**config.mk**
```make
export PLATFORM = sky130hd
export DESIGN_NAME = uart_rx_ext
export DESIGN_NICKNAME = d
export VERILOG_FILES = /design/src/rtl/uart_rx_ext.sv
export SDC_FILE = /design/constraint.sdc
export NUM_CORES = 1
export LEC_CHECK = 0
export ABC_CLOCK_PERIOD_IN_PS = 3070
export CAP_MARGIN = 20
export CORE_MARGIN = 4
export CORE_UTILIZATION = 35
export DETAILED_ROUTE_END_ITERATION = 10
export PLACE_DENSITY_LB_ADDON = 0.08
export SLEW_MARGIN = 30
export SYNTH_ARGS = -nofsm -noshare
export SYNTH_HDL_FRONTEND = slang
export SYNTH_SLANG_ARGS = --single-unit
```
**constraint.sdc**
```tcl
create_clock -name clock -period 3.07 [get_ports clock]
set_clock_uncertainty 0.2 [all_clocks]
set_input_delay 0.4605 -clock clock [delete_from_list [all_inputs] [get_ports clock]]
set_output_delay 0.4605 -clock clock [all_outputs]
set_load 0.01 [all_outputs]
```
**src/rtl/uart_rx_ext.sv**
```systemverilog
// uart_rx_ext: oversampled UART receiver with synchronizer, holding register, overrun and break detection
module uart_rx_ext #(
    parameter int OVERSAMPLE  = 16,
    parameter int SYNC_STAGES = 2
) (
    input  logic       clock,
    input  logic       reset_n,
    input  logic       baud_tick,
    input  logic       rx_en,
    input  logic [1:0] data_bits,
    input  logic [1:0] parity_type,
    input  logic       nstop,
    input  logic       rxd,
    input  logic       data_ready,
    output logic [7:0] data_out,
    output logic       data_valid,
    output logic       parity_error,
    output logic       frame_error,
    output logic       break_detect,
    output logic       overrun_error,
    output logic       busy
);
    localparam int CW = $clog2(OVERSAMPLE);
    localparam logic [CW-1:0] LAST = CW'(OVERSAMPLE - 1);
    localparam logic [CW-1:0] SA   = CW'(OVERSAMPLE / 2 - 1);
    localparam logic [CW-1:0] SB   = CW'(OVERSAMPLE / 2);
    localparam logic [CW-1:0] SC   = CW'(OVERSAMPLE / 2 + 1);

    typedef enum logic [2:0] {IDLE, START, DATA, PARITY, STOP1, STOP2, BREAK_WAIT} state_t;

    state_t                 state, state_next;
    logic [SYNC_STAGES-1:0] sync;
    logic                   rxs;
    logic [CW-1:0]          cnt;
    logic [2:0]             samp;
    logic                   maj, bit_end, complete, is_break, brk_cond, hs;
    logic [7:0]             shreg;
    logic [2:0]             bcnt;
    logic                   pbit, perr, ferr;
    logic [1:0]             cfg_bits, cfg_par;
    logic                   cfg_nstop;

    assign rxs      = sync[SYNC_STAGES-1];
    assign maj      = (samp[0] & samp[1]) | (samp[0] & samp[2]) | (samp[1] & samp[2]);
    assign bit_end  = baud_tick && cnt == LAST;
    assign brk_cond = shreg == 8'h00 && !pbit && !maj;
    assign hs       = data_valid && data_ready;
    assign busy     = state != IDLE;

    // Bring the asynchronous line into the clock domain; idle line level is 1
    always_ff @(posedge clock or negedge reset_n) begin
        if (!reset_n) sync <= '1;
        else          sync <= {sync[SYNC_STAGES-2:0], rxd};
    end

    // FSM state register
    always_ff @(posedge clock or negedge reset_n) begin
        if (!reset_n) state <= IDLE;
        else          state <= state_next;
    end

    // Next state and completion strobe; disabling the receiver aborts without output
    always_comb begin
        state_next = state;
        complete   = 1'b0;
        is_break   = 1'b0;
        case (state)
            IDLE:       if (!rxs && rx_en) state_next = START;
            START:      if (bit_end) state_next = maj ? IDLE : DATA;
            DATA:       if (bit_end && bcnt == {1'b0, cfg_bits} + 3'd4) state_next = cfg_par[1] ? PARITY : STOP1;
            PARITY:     if (bit_end) state_next = STOP1;
            STOP1: begin
                if (bit_end) begin
                    if (brk_cond) begin
                        state_next = BREAK_WAIT;
                        complete   = 1'b1;
                        is_break   = 1'b1;
                    end else if (cfg_nstop) begin
                        state_next = STOP2;
                    end else begin
                        state_next = IDLE;
                        complete   = 1'b1;
                    end
                end
            end
            STOP2: begin
                if (bit_end) begin
                    state_next = IDLE;
                    complete   = 1'b1;
                end
            end
            BREAK_WAIT: if (rxs) state_next = IDLE;
            default:    state_next = IDLE;
        endcase
        if (state != IDLE && !rx_en) begin
            state_next = IDLE;
            complete   = 1'b0;
            is_break   = 1'b0;
        end
    end

    // Oversample counter and the three mid-bit samples feeding the majority vote
    always_ff @(posedge clock or negedge reset_n) begin
        if (!reset_n) begin
            cnt  <= '0;
            samp <= 3'b111;
        end else if (state == IDLE) begin
            cnt <= '0;
        end else if (baud_tick) begin
            cnt <= cnt == LAST ? '0 : cnt + 1'b1;
            if (cnt == SA) samp[0] <= rxs;
            if (cnt == SB) samp[1] <= rxs;
            if (cnt == SC) samp[2] <= rxs;
        end
    end

    // Frame datapath: config capture at start, data shift, parity and stop checks
    always_ff @(posedge clock or negedge reset_n) begin
        if (!reset_n) begin
            shreg     <= '0;
            bcnt      <= '0;
            pbit      <= 1'b0;
            perr      <= 1'b0;
            ferr      <= 1'b0;
            cfg_bits  <= '0;
            cfg_par   <= '0;
            cfg_nstop <= 1'b0;
        end else if (state == IDLE && state_next == START) begin
            shreg     <= '0;
            bcnt      <= '0;
            pbit      <= 1'b0;
            perr      <= 1'b0;
            ferr      <= 1'b0;
            cfg_bits  <= data_bits;
            cfg_par   <= parity_type;
            cfg_nstop <= nstop;
        end else if (bit_end) begin
            if (state == DATA) begin
                shreg[bcnt] <= maj;
                bcnt        <= bcnt + 3'd1;
            end
            if (state == PARITY) begin
                pbit <= maj;
                perr <= maj != (^shreg ^ cfg_par[0]);
            end
            if ((state == STOP1 || state == STOP2) && !maj) ferr <= 1'b1;
        end
    end

    // Holding register: load on completion when free or being drained, otherwise flag overrun
    always_ff @(posedge clock or negedge reset_n) begin
        if (!reset_n) begin
            data_out      <= '0;
            data_valid    <= 1'b0;
            parity_error  <= 1'b0;
            frame_error   <= 1'b0;
            break_detect  <= 1'b0;
            overrun_error <= 1'b0;
        end else if (complete && (!data_valid || hs)) begin
            data_out      <= is_break ? 8'h00 : shreg;
            parity_error  <= perr;
            frame_error   <= ferr | !maj;
            break_detect  <= is_break;
            data_valid    <= 1'b1;
            overrun_error <= 1'b0;
        end else if (complete) begin
            overrun_error <= 1'b1;
        end else if (hs) begin
            data_valid    <= 1'b0;
            overrun_error <= 1'b0;
        end
    end
endmodule
```
Word-level counts from Yosys, hierarchy flattened
Index checks and enable logic that the tools add are counted.
{"block": "op_classes", "addsub": 3, "magnitude_cmp": 2, "eq_ne": 14, "mux": 50, "bitwise_logic": 8, "n_reduce_logical": 36}
{"op": "2-to-1 mux 3 bit", "n": 14}
{"op": "2-to-1 mux 8 bit", "n": 4}
{"op": "2-to-1 mux 1 bit", "n": 24}
{"op": "one-hot mux 3 bit (7 select lines)", "n": 1}
{"op": "equality test 4 bit (second input constant)", "n": 3}
{"op": "2-to-1 mux 4 bit", "n": 3}
{"op": "nonzero test 2 bit", "n": 6}
{"op": "logical AND 1 bit", "n": 11}
{"op": "equality test 3 bit (second input constant)", "n": 3}
{"op": "AND reduction 3 bit", "n": 3}
{"op": "bitwise mux 8 bit", "n": 1}
{"op": "logical NOT 8 bit", "n": 1}
{"op": "AND reduction 2 bit", "n": 4}
{"op": "parity 8 bit", "n": 1}
{"op": "equality test 3 x 1 -> 1 bit (second input constant)", "n": 2}
{"op": "equality test 3 x 2 -> 1 bit (second input constant)", "n": 2}
{"op": "nonzero test 3 bit", "n": 2}
{"op": "logical NOT 1 bit", "n": 5}
{"op": "adder 4 x 1 -> 4 bit (second input constant)", "n": 1}
{"op": "equality test 4 x 3 -> 1 bit (second input constant)", "n": 1}
{"op": "< comparator 3 x 4 -> 1 bit (second input constant)", "n": 1}
{"op": "adder 2 x 3 -> 3 bit (second input constant)", "n": 1}
{"op": "adder 3 x 1 -> 3 bit (second input constant)", "n": 1}
{"op": "bitwise AND 1 bit", "n": 3}
{"op": "12 further kinds", "n": 15}
{"block": "word_totals", "register_bits": 44, "input_bits": 11, "output_inout_bits": 14, "elab_cells": 133}

Logic depth before layout (Yosys ltp)
{"block": "logic_depth", "depth_word": 13, "ltp_mapped": 7, "depth_no_buf": 6}

Worst setup path before layout
OpenSTA, ideal clock, no wires.
{"block": "synth_path", "path_kind": "input-to-reg", "from": "input port baud_tick", "to": "register frame_error", "setup_time_ns": 0.125, "arrival_ns": 1.786, "required_time_ns": 2.745, "setup_slack_ns": 0.959, "path_stages": 6, "n_path_buf": 2, "cell_sequence": "buf_2 -> nand4_2 -> nor3_1 -> and4_4 -> buf_12 -> mux2_4"}
{"block": "synth_between", "elab_chain_cells": 5, "word_cells_on_any_way": 6, "cone_classes": "4 x mux; 2 x reduce/logical"}
{"item": "from (decl)", "line_no": "8", "text": "input logic baud_tick,"}
{"item": "logical AND 1 bit (*)", "line_no": "45", "text": "assign bit_end = baud_tick && cnt == LAST;"}
{"item": "2-to-1 mux 1 bit (on tied branches)", "line_no": "87, 73"}
{"item": "one-hot mux 1 bit (2 select lines) (*)", "line_no": "67", "text": "case (state)"}
{"item": "2-to-1 mux 1 bit (*)", "line_no": "95", "text": "if (state != IDLE && !rx_en) begin"}
{"item": "logical AND 1 bit (*)", "line_no": "159", "text": "end else if (complete && (!data_valid || hs)) begin"}
{"item": "to (signal assigned)", "line_no": "162", "text": "frame_error <= ferr | !maj;"}
{"item": "to (decl)", "line_no": "18", "text": "output logic frame_error,"}
Mark *: on every way between the ends. The rest lies on a longest branch, timed or not.
A chain may end at the register's enable or synchronous reset.

Worst setup path after layout
{"block": "layout_path", "from": "register state[0]", "to": "output port busy"}
{"block": "layout_between", "elab_chain_cells": 1}
{"item": "from (decl)", "line_no": "31", "text": "state_t state, state_next;"}
{"item": "from (signal assigned)", "line_no": "59", "text": "else state <= state_next;"}
{"item": "nonzero test 3 bit", "line_no": "48", "text": "assign busy = state != IDLE;"}
{"item": "to (decl)", "line_no": "21", "text": "output logic busy"}
Every way passes these cells.

==> impl_metrics.tcl <==
set metrics [dict create \
    ctsLongestPathBuffers 2 \
    cts_resized 0 \
    irDropWorstVdd_mv 0.265 \
    antenna_found_initial 0 \
    worstPathArrival_ns 1.78 \
    max_freq_mhz 410 \
    finalPower_w 0.00137 \
    period_minus_slack_ns 2.44 \
    fp.coreArea_um2 6490 \
    path_clk_slew_ns 0.08 \
    via_count 1747 \
    ys_seq_area_share_pct 46.4 \
    synth_fp_nets 265 \
    cts_num_sinks 44 \
    start_kind "flop" \
    outcome "complete, no violations" \
    synth.avg_cell_area_um2 9.71 \
    wl_mm 4.90 \
    yosysWarningCount 0 \
    setup-tns-final_ns 0 \
    numCtsBuffers 5 \
    worst_pin_slew_ns 0.578 \
    drc 0 \
    cts_setup_buffers 0 \
    synth.distinct_cells 45 \
    cts_root_buf "clkbuf_8" \
    path_class "flop to output port" \
    hold_viol_final 0 \
    start_util_pct 36.8 \
    rsz0062_at_grt "false" \
    cts_hold_buf 1 \
    cp-end-kind "output port" \
    powerDensity_nw_per_um2 489 \
    drv_cap 0 \
    drive_above_1_share_pct 10.3 \
    drv_slew 0 \
    fin_crit_sh_pct 79.4 \
    nNetsFinal 289 \
    hold_path_class "flop to flop" \
    grt_overflow 0 \
    gp_congestion 0.759 \
    ys.flop_type "dfrtp_1" \
    cp.required_ns 2.41 \
    fillerInstances 613 \
    slew_headroom_pct 61.5 \
    die_h_um 90.6 \
    grt_max_degree 45 \
    rows 29 \
    ys_ff_latch 44 \
    area_growth_pct 17.3 \
    clk_latency_ns 0.30 \
    synth_edf_count 0 \
    antennaDiodeCount 0 \
    path_max_fanout 13 \
    detailedRoute.firstPassIterationCount 5 \
    port_buffers 24 \
    hpwl_mm 3.45 \
    p_leak_nw 1.23 \
    tritoncts "yes" \
    syn_area_um2 2390 \
    synth_cells 246 \
    fp.dieArea_um2 8210 \
    grt_pass1_wl_mm 8.41 \
    drtIter0Drc 97 \
    async_flop_share_pct 100 \
    routedWlPerCell_um 14.1 \
    antenna_left 0 \
    routed_via_density 5.02 \
    htree_levels 2 \
    grt_pass1_vias 1636 \
    chipWidth_um 90.6 \
    num_io_pins 25 \
    grt_usage_pct 12.7 \
    setup_viol 0 \
]
==> final cells by class <==
type,instances,area (um2),share of cell area (%)
clock buffer,6,72.6,2.59
sequential,44,1110,39.5
tap,77,96.3,3.44
timing repair buffer,28,270,9.64
inverter,23,86.3,3.08
clock inverter,2,35.0,1.25
multi-input combinational,168,1130,40.5
==> path summary, 6_finish.rpt <==
kind | start | to | slack (ns) | cells past startpoint
setup / recovery | state[0]$_DFF_PN0_ | busy | 0.63 | 4
setup reg to reg | shreg[0]$_DFFE_PN0P_ | break_detect$_DFFE_PN0P_ | 0.86 | 6
hold reg to reg | sync[0]$_DFF_PN1_ | sync[1]$_DFF_PN1_ | 0.16 | 0
max in group asynchronous | reset_n | shreg[4]$_DFFE_PN0P_ | 1.77 | 2
hold / removal | sync[0]$_DFF_PN1_ | sync[1]$_DFF_PN1_ | 0.16 | 0
min in group asynchronous | reset_n | cnt[3]$_DFFE_PN0P_ | 0.48 | 2
==> report_power, final <==
part           total, W  internal [W]  switching [W]
clock          0.000443      0.000242       0.000201
sequential     0.000699      0.000629      0.0000707
combinational  0.000228      0.000101       0.000128
==> cell families after synthesis <==
group,count (synthesis),share of synthesized area [%]
fa+ha+maj,9,4.66
xor+xnor,9,3.30
compound gates,31,8.85
mux,24,10.7
simple gates,95,20.0
flops,44,46.4
buf+inv,34,6.13
==> registers in the layout, indices dropped and copies added, names as in the netlist <==
signal / cells
break_detect: 1
ferr: 1
frame_error: 1
data_out: 8
cfg_par: 2
cfg_bits: 2
perr: 1
cnt: 4
sync: 2
state: 3
pbit: 1
bcnt: 3
shreg: 8
overrun_error: 1
samp: 3
parity_error: 1
cfg_nstop: 1
data_valid: 1
==> metal layers <==
layer  vias to the layer above  global-route usage, %  share of wire [%]
met2                        42                   17.7                 40
met3                         5                   3.33                4.8
met4                         0                   4.21                1.4
met5                         -                      0                  0
li1                        885                      -                  -
met1                       815                   18.7                 54
==> worst max-delay path: stages, from the launching register on <==
cell and delay (ns):
dfrtp_1 0.62, nor3_1 0.11, buf_4 0.18, inv_1 0.05, clkdlybuf4s50_1 0.52
==> placed cells by master, fill, tap and decap left out, types with 3 or more instances in the layout <==
cell	count
a21oi_1	5
buf_4	4
clkbuf_8	5
clkdlybuf4s50_1	23
dfrtp_1	39
dfstp_2	5
ha_1	8
inv_1	23
mux2_2	4
mux2i_1	18
nand2_1	37
nand2b_1	4
nand3_1	10
nand4_1	3
nand4b_1	3
nor2_1	15
nor3_1	7
o21ai_0	13
xnor2_1	6
xor2_1	3
==> per-stage QoR <==
| step | instances | instance area [um2] | utilization (%) | hold WS (ns) | setup slack [ns] |
|---|---|---|---|---|---|
| 2_1_floorplan | 246 | 2390 | - | -0.0351 | 0.959 |
| 3_3_place_gp | 339 | 2680 | 41.3 | 0.146 | 0.504 |
| 3_5_place_dp | 339 | 2690 | 41.3 | 0.147 | 0.436 |
| 4_1_cts | 348 | 2800 | 43.2 | 0.158 | 0.630 |
| 5_1_grt | 348 | 2800 | 43.2 | 0.165 | 0.522 |
| 6_report | 348 | 2800 | 43.2 | 0.158 | 0.632 |
==> synth_stat cells, types with 2 or more instances <==
cell      count  area (um2)
nand2_1      37         139
buf_2         2        10.0
nor2_1       15        56.3
clkbuf_1      8        30.0
xnor2_1       6        52.6
mux2i_1      18         180
and4_1        2        17.5
mux2_4        2        30.0
a21oi_1       5        25.0
nand3_1      10        50.1
dfrtp_1      39         976
nand4_1       3        18.8
nor4_1        2        12.5
dfstp_2       5         131
o21a_1        2        15.0
a31oi_1       2        12.5
ha_1          8         100
nor2b_1       2        12.5
nand4b_1      3        26.3
o211ai_1      2        15.0
nand2b_1      4        25.0
o21ai_0      13        65.1
inv_1        23        86.3
xor2_1        3        26.3
mux2_2        4        45.0
nor3_1        7        35.0
Note: power is estimated with default switching activity, not from simulation.
